`config.mk`:
```
export PLATFORM = sky130hd
export DESIGN_NAME = lsu_dcache_port
export DESIGN_NICKNAME = d
export VERILOG_FILES = /design/src/rtl/lsu_dcache_port.sv
export SDC_FILE = /design/constraint.sdc
export NUM_CORES = 1
export LEC_CHECK = 0
export CORE_MARGIN = 8
export CORE_UTILIZATION = 35
export DETAILED_ROUTE_END_ITERATION = 16
export GPL_ROUTABILITY_DRIVEN = 0
export HOLD_SLACK_MARGIN = 0.08
export PLACE_DENSITY = 0.65
export SYNTH_ARGS = -nofsm -noshare
export SYNTH_HDL_FRONTEND = slang
export SYNTH_SLANG_ARGS = --single-unit
```
`constraint.sdc`:
```
create_clock -name clk -period 4.7 [get_ports clk]
set_clock_uncertainty 0.05 [all_clocks]
set_input_delay 0.94 -clock clk [delete_from_list [all_inputs] [get_ports clk]]
set_output_delay 0.94 -clock clk [all_outputs]
set_load 0.01 [all_outputs]
```
`src/rtl/lsu_dcache_port.sv`:
```
// lsu_dcache_port: memory-stage load/store port between EX and the Dcache.
// Define LSU_MISALIGN_EXC_EN to flag misaligned accesses instead of truncating them.
module lsu_dcache_port #(
  parameter int AW = 32
) (
  input  logic          clk,
  input  logic          rst_n,
  input  logic          ex_mem_req_i,
  input  logic          ex_mem_rw_i,
  input  logic [1:0]    ex_mem_width_i,
  input  logic          ex_mem_rdtype_i,
  input  logic [AW-1:0] ex_mem_addr_i,
  input  logic [31:0]   ex_mem_wr_data_i,
  input  logic [4:0]    ex_reg_waddr_i,
  input  logic          ex_reg_we_i,
  output logic          dc_req_o,
  output logic          dc_we_o,
  output logic [AW-1:0] dc_addr_o,
  output logic [3:0]    dc_be_o,
  output logic [31:0]   dc_wdata_o,
  input  logic          dc_ready_i,
  input  logic          dc_rvalid_i,
  input  logic [31:0]   dc_rdata_i,
  output logic [31:0]   mem_rdata_o,
  output logic          mem_rvalid_o,
  output logic [4:0]    mem_reg_waddr_o,
  output logic          mem_reg_we_o,
  output logic          mem_misalign_o,
  output logic          lsu_bk_o
);
  typedef enum logic [1:0] {IDLE, REQ, WAIT, RESP} state_t;
  state_t state;
  logic [1:0] width_q, off_q, o;
  logic rdtype_q, we_q, start, mis;
  logic [3:0] be;
  logic [31:0] wdata, ext;
  logic [7:0] b;
  logic [15:0] h;
  assign o = ex_mem_addr_i[1:0];
  assign start = (state == IDLE) & ex_mem_req_i;
  assign mis = (ex_mem_width_i == 2'b01 & o[0]) | (ex_mem_width_i[1] & o != 2'b00);
  always_comb begin
    be = ex_mem_width_i == 2'b00 ? 4'b0001 << o :
         ex_mem_width_i == 2'b01 ? 4'b0011 << {o[1], 1'b0} : 4'b1111;
    wdata = ex_mem_width_i == 2'b00 ? {4{ex_mem_wr_data_i[7:0]}} :
            ex_mem_width_i == 2'b01 ? {2{ex_mem_wr_data_i[15:0]}} : ex_mem_wr_data_i;
    b = dc_rdata_i[{off_q, 3'b000} +: 8];
    h = dc_rdata_i[{off_q[1], 4'b0000} +: 16];
    ext = width_q == 2'b00 ? {{24{~rdtype_q & b[7]}}, b} :
          width_q == 2'b01 ? {{16{~rdtype_q & h[15]}}, h} : dc_rdata_i;
  end
  assign dc_req_o = state == REQ;
  assign mem_rvalid_o = state == RESP;
  assign lsu_bk_o = start | state == REQ | state == WAIT;
`ifdef LSU_MISALIGN_EXC_EN
  logic mis_q;
  assign mem_misalign_o = mem_rvalid_o & mis_q;
  assign mem_reg_we_o = mem_rvalid_o & we_q & ~dc_we_o & ~mis_q;
`else
  logic mis_q;
  assign mem_misalign_o = 1'b0;
  assign mem_reg_we_o = mem_rvalid_o & we_q & ~dc_we_o;
`endif
  always_ff @(posedge clk or negedge rst_n) begin
    if (!rst_n) begin
      state <= IDLE;
      dc_we_o <= 1'b0;
      dc_addr_o <= '0;
      dc_be_o <= '0;
      dc_wdata_o <= '0;
      width_q <= '0;
      off_q <= '0;
      rdtype_q <= 1'b0;
      we_q <= 1'b0;
      mis_q <= 1'b0;
      mem_reg_waddr_o <= '0;
      mem_rdata_o <= '0;
    end else begin
      case (state)
        IDLE: if (ex_mem_req_i) begin
          dc_we_o <= ex_mem_rw_i;
          dc_addr_o <= {ex_mem_addr_i[AW-1:2], 2'b00};
          dc_be_o <= be;
          dc_wdata_o <= wdata;
          width_q <= ex_mem_width_i;
          off_q <= o;
          rdtype_q <= ex_mem_rdtype_i;
          we_q <= ex_reg_we_i;
          mem_reg_waddr_o <= ex_reg_waddr_i;
          mem_rdata_o <= '0;
`ifdef LSU_MISALIGN_EXC_EN
          mis_q <= mis;
          state <= mis ? RESP : REQ;
`else
          mis_q <= 1'b0;
          state <= REQ;
`endif
        end
        REQ: if (dc_ready_i) begin
          if (!dc_we_o && dc_rvalid_i) mem_rdata_o <= ext;
          state <= (dc_we_o || dc_rvalid_i) ? RESP : WAIT;
        end
        WAIT: if (dc_rvalid_i) begin
          mem_rdata_o <= ext;
          state <= RESP;
        end
        default: state <= IDLE;
      endcase
    end
  end
endmodule

```
==> results.py, run 1 <==
metrics = {
    "clock_tree": {
        "ctsHoldBuffers": 0,
        "cts_buffer_depth": 2,
        "clk_latency_ns": 0.35,
        "cts.sinks": 112,
        "clk_pin_slew_ns": 0.07,
        "cts_resized": 0,
        "numCtsBuffers": 9,
        "cts_setup_buffers": 0,
        "htree_levels": 3,
        "root_buffer": "clkbuf_16",
        "cts_tree": "built",
    },
    "synthesis": {
        "yosys-top-cells-area": "dfrtp_1, mux2_2, mux2i_1",
        "synth_common_cells": "dfrtp_1, nand2_1, o21ai_0",
        "synth_enable_flop_cells": 0,
        "synth_top_area_share_pct": 52.1,
        "yosysUniqueCellTypes": 40,
        "ys.flop_type": "dfrtp_1",
        "syn_area_per_cell_sq_um": 11.5,
        "async_flop_share_pct": 100,
        "synth_top_cell_by_area": "dfrtp_1",
        "synth-seq-cells": 112,
        "yosys_warnings": 0,
        "ys_seq_area_share_pct": 52.1,
        "synth_cells": 468,
        "syn_area_sq_mm": 0.00538,
        "yosysMostFrequentCell": "dfrtp_1",
    },
    "timing": {
        "setup_tns_ns": 0,
        "max_freq_mhz": 316,
        "grt_setup_unrepaired": "no",
        "fin_ws_ns": 1.54,
        "slew_headroom_pct": 24.7,
        "period_minus_slack_ns": 3.16,
        "finalMaxSlewViolations": 0,
        "report.final.setup_viol": 0,
        "finalCritPeriodShare_pct": 67.3,
        "hold_violations": 0,
        "tightest_slew_ns": 1.13,
    },
    "setup_path": {
        "crit_type": "in -> out",
        "regToRegEndpoint": "mem_rdata_o[28]",
        "reg2reg_setup_slack_ns": 1.83,
        "critPathLaunchType": "input port",
        "worstReg2RegStart": "width_q[1]",
        "cp_max_fo": 3,
        "worstSetupEndpointType": "output pin",
        "arrival_ns": 2.17,
        "rr_worst_depth": 4,
        "critPathRequiredTime_ns": 3.71,
    },
    "layout": {
        "n_antenna_cell": 0,
        "multi_input_area_sq_mm": 0.00237,
        "drive_gt1_share_pct": 13.3,
        "n_fill_cell": 1348,
        "layout.nets": 786,
        "fin_cells": 863,
        "area_delta_synth_final_pct": 47.5,
        "seq_area_sq_mm": 0.00280,
    },
    "drt": {
        "dr.pass1.iters": 4,
        "drcViolationCount": 0,
        "ant_nets": 0,
        "drt-total-wl_um": 17400,
        "drtIter0Drc": 262,
        "routedWlPerCell_um": 20.2,
        "vias": 4448,
        "via_per_inst": 5.15,
    },
    "hold_path": {
        "hold_path.class": "reg -> reg",
        "min_path_cells": 2,
        "min_to": "dc_wdata_o[11]",
        "min_from": "dc_wdata_o[11]",
    },
    "floorplan": {
        "die_area_sq_mm": 0.0196,
        "ios": 222,
        "core_area_sq_mm": 0.0151,
        "rows": 45,
        "die_w_um": 140,
        "die_h_um": 140,
        "start_util_pct": 35.6,
    },
    "placement": {
        "hpwl_um": 13200,
        "portBuffers": 218,
        "place_inst": 847,
        "post-place-ws_ns": 1.53,
    },
    "grt": {
        "grt.total_usage_pct": 17.7,
        "overflow": 0,
        "grt_max_degree": 109,
        "grt_pass1_wl_um": 27200,
        "first_global_vias": 4901,
        "antenna_found_initial": 0,
    },
    "flow_run": {
        "cap_violations": 0,
    },
    "power": {
        "power_density_mw_per_mm2": 637,
        "irDropWorstVdd_mv": 0.337,
        "leakagePower_nw": 3.40,
    },
    "outcome": {
        "status": "complete, no violations",
    },
}
[area by class of cell]
cell class                      count  area share (%)
Sequential cell                   112            35.3
Inverter                            9           0.426
Clock inverter                      7           0.694
Clock buffer                        9            2.84
Tap cell                          188            2.97
Multi-Input combinational cell    316            29.9
Timing Repair Buffer              222            27.9
[state kept, by name, indices dropped and copies added (netlist names)]
register         count
mem_reg_waddr_o      5
dc_wdata_o          32
dc_be_o              4
rdtype_q             1
mem_rdata_o         32
we_q                 1
off_q                2
dc_addr_o           30
width_q              2
state                2
dc_we_o              1
[through the flow]
| step | utilization [%] | cell area (sq um) | power [mW] | hold WS [ns] |
|---|---|---|---|---|
| finish | 52.6 | 7930 | 5.05 | 0.433 |
| global route | 52.6 | 7930 | 5.39 | 0.471 |
| CTS | 52.6 | 7930 | 5.13 | 0.437 |
| detailed placement | 50.7 | 7650 | 4.37 | 0.423 |
| global placement | 50.7 | 7650 | 4.30 | 0.411 |
| floorplan | - | 5390 | 3.09 | 0.430 |
[report_power, final]
| group | internal (mW) | switching [mW] |
|---|---|---|
| Clock | 0.365 | 0.368 |
| Sequential | 1.42 | 0.326 |
| Combinational | 1.40 | 1.18 |
[worst max path at each step]
stage | start | to | depth (start not counted)
after global routing | ex_mem_req_i | lsu_bk_o | 4
final | ex_mem_req_i | lsu_bk_o | 4
after floorplan | ex_mem_req_i | lsu_bk_o | 4
after global placement | ex_mem_req_i | lsu_bk_o | 4
after detailed placement | ex_mem_req_i | lsu_bk_o | 4
after CTS | ex_mem_req_i | lsu_bk_o | 4
[cell families (layout without fill, tap and decap cells)]
| kind of cell | after synthesis | after routing | synth area share, % |
|---|---|---|---|
| mux | 91 | 91 | 19.7 |
| buf+inv | 42 | 247 | 4.12 |
| fa+ha+maj | 5 | 5 | 1.16 |
| simple gates | 108 | 108 | 9.84 |
| other cells | 1 | 3 | 0.0697 |
| flops | 112 | 112 | 52.1 |
| compound gates | 109 | 109 | 13.0 |
[layer usage]
layer	global-route usage, %	part of all wire [%]
met1	20.1	40
met5	0	0
met4	8.00	2.6
met2	28.0	45
met3	8.12	12
[placed cells by master (no fill, tap or decap), drive strengths merged]
| cell | synthesis | final |
|---|---|---|
| clkdlybuf4s50 | 0 | 217 |
| dfrtp | 112 | 112 |
| o21ai | 58 | 58 |
| nand2 | 57 | 57 |
| mux2 | 49 | 49 |
| mux2i | 35 | 35 |
| nor2 | 17 | 17 |
| nor2b | 16 | 16 |
| o31ai | 16 | 16 |
| a21oi | 12 | 12 |
| inv | 9 | 11 |
| clkbuf | 14 | 9 |
| a22o | 8 | 8 |
| and3 | 7 | 7 |
| o2bb2ai | 7 | 7 |
| mux4 | 7 | 7 |
| ha | 5 | 5 |
| buf | 19 | 5 |
| nand2b | 4 | 4 |
| conb | 1 | 3 |
| clkinv | 0 | 3 |
| nor3 | 3 | 3 |
| or2 | 2 | 2 |
| clkinvlp | 0 | 2 |
| o221ai | 1 | 1 |
| a21o | 1 | 1 |
| o22ai | 1 | 1 |
| o221a | 1 | 1 |
| a211oi | 1 | 1 |
| o211ai | 1 | 1 |
| and3b | 1 | 1 |
| nand3b | 1 | 1 |
| o21ba | 1 | 1 |
| o311ai | 1 | 1 |
[worst max-delay path, cell delays in order]
cell	delay (ns)
clkdlybuf4s50_1	0.58
nand2_4	0.07
nand2_1	0.05
clkdlybuf4s50_1	0.53
No activity file was read; power rests on OpenSTA's default activity.
==> run 2, diff against run 1 <==
clock period = 3.1 ns   (was 4.7 ns; I/O delays follow)
==> run 2 against run 1 <==
Net effect:
- sequential cell count stayed put
- power is 56% higher
- setup slack worse by 0.97 ns
- critical endpoint unchanged
- largest power group unchanged
==> results.py, run 2 (synthesis results as in run 1) <==
metrics = {
    "layout": {
        "final_cell_mix": "clkdlybuf4s50_1, dfrtp_1, nand2_1, o21ai_0, mux2_2",
        "area_delta_synth_final_pct": 49.8,
        "layout.nets": 792,
        "n_fill_cell": 1325,
        "drive_gt1_share_pct": 14.1,
        "largest_registers": "dc_wdata_o (32), mem_rdata_o (32), dc_addr_o (30)",
        "n_antenna_cell": 0,
        "final_common_cell": "clkdlybuf4s50_1",
    },
    "flow_run": {
        "cap_violations": 0,
    },
    "timing": {
        "hold_violations": 0,
        "grt_setup_unrepaired": "no",
        "tightest_slew_ns": 0.806,
        "finalCritPeriodShare_pct": 81.7,
        "slew_headroom_pct": 46.3,
        "period_minus_slack_ns": 2.53,
        "fin_ws_ns": 0.567,
        "report.final.setup_viol": 0,
        "setup_tns_ns": 0,
        "max_freq_mhz": 395,
        "finalMaxSlewViolations": 0,
    },
    "clock_tree": {
        "cts_resized": 0,
        "numCtsBuffers": 9,
        "cts_buffer_depth": 2,
        "ctsHoldBuffers": 0,
        "cts_tree": "built",
        "cts.sinks": 112,
        "htree_levels": 3,
        "clk_latency_ns": 0.36,
        "clk_pin_slew_ns": 0.08,
        "cts_setup_buffers": 0,
        "root_buffer": "clkbuf_16",
    },
    "setup_path": {
        "arrival_ns": 1.86,
        "crit_type": "in -> out",
        "critPathRequiredTime_ns": 2.43,
        "cp_max_fo": 3,
        "worstSetupEndpointType": "output pin",
        "critPathLaunchType": "input port",
    },
    "placement": {
        "hpwl_um": 13100,
        "post-place-ws_ns": 0.570,
        "portBuffers": 218,
    },
    "floorplan": {
        "core_area_sq_mm": 0.0151,
        "die_h_um": 140,
        "ios": 222,
        "die_area_sq_mm": 0.0196,
        "rows": 45,
        "start_util_pct": 35.6,
        "die_w_um": 140,
    },
    "drt": {
        "via_per_inst": 5.11,
        "dr.pass1.iters": 4,
        "vias": 4437,
        "drtIter0Drc": 258,
        "routedWlPerCell_um": 19.9,
        "ant_nets": 0,
        "drcViolationCount": 0,
        "drt-total-wl_um": 17300,
    },
    "grt": {
        "first_global_vias": 4774,
        "overflow": 0,
        "grt_pass1_wl_um": 27300,
        "grt_max_degree": 109,
        "grt.total_usage_pct": 17.7,
        "antenna_found_initial": 0,
    },
    "power": {
        "pwr-share-clk_pct": 16.5,
        "pwr-share-seq_pct": 32.9,
        "irDropWorstVdd_mv": 0.509,
        "switching_share_pct": 36.1,
        "p_comb_share_pct": 50.6,
        "internal_power_mw": 5.04,
        "switchingPower_mw": 2.86,
        "leakagePower_nw": 3.46,
        "power_density_mw_per_mm2": 980,
    },
    "outcome": {
        "status": "complete, no violations",
    },
    "hold_path": {
        "hold_path.class": "in -> async",
    },
}
-- run 2: layer usage --
| layer | vias to the layer above | share of wire, % | track usage (%) |
|---|---|---|---|
| met5 | - | 0 | 0 |
| met4 | 0 | 2.3 | 7.54 |
| met3 | 24 | 12 | 8.05 |
| met2 | 208 | 45 | 27.6 |
| met1 | 2142 | 41 | 20.9 |
| li1 | 2063 | - | - |
-- run 2: power by group through the flow --
stage | sequential, mW | clock, mW | combinational, mW
after global routing | 2.69 | 1.40 | 4.33
after detailed placement | 2.62 | 0 | 4.04
after global placement | 2.59 | 0 | 3.97
after floorplan | 2.80 | 0 | 1.88
after CTS | 2.60 | 1.34 | 4.05
final | 2.60 | 1.31 | 3.99
-- run 2: worst paths after layout --
check,from,endpoint,slack [ns],cells after the start
worst max-delay path,ex_mem_req_i,lsu_bk_o,0.57,4
worst min-delay path,rst_n,mem_rdata_o[27],0.29,1
worst max register to register,off_q[1],mem_rdata_o[20],0.92,4
worst min register to register,dc_wdata_o[28],dc_wdata_o[28],0.44,2
max in group asynchronous,rst_n,dc_addr_o[6],1.90,2
min in group clk,dc_wdata_o[28],dc_wdata_o[28],0.44,2
-- run 2: area by class of cell --
cell class,instances,area (sq um),area share [%]
clock buffer,9,225,2.80
inverter,9,33.8,0.419
multi-input combinational,316,2370,29.4
clock inverter,7,110,1.37
sequential,112,2800,34.8
timing repair buffer,228,2280,28.3
tap,188,235,2.92
-- run 2: per-stage QoR --
step	hold WS (ns)	power (mW)	utilization, %	cell area [sq um]	instances
final	0.286	7.90	53.4	8060	869
after global routing	0.351	8.42	53.4	8060	869
after CTS	0.322	8.00	53.4	8060	869
after detailed placement	0.423	6.65	51.2	7720	853
after global placement	0.410	6.56	51.2	7720	853
after floorplan	0.274	4.68	-	5390	470
-- run 2: critical path: stages --
cell	delay, ns
clkdlybuf4s50_1	0.57
nand2_4	0.08
nand2_1	0.06
clkdlybuf4s50_1	0.53
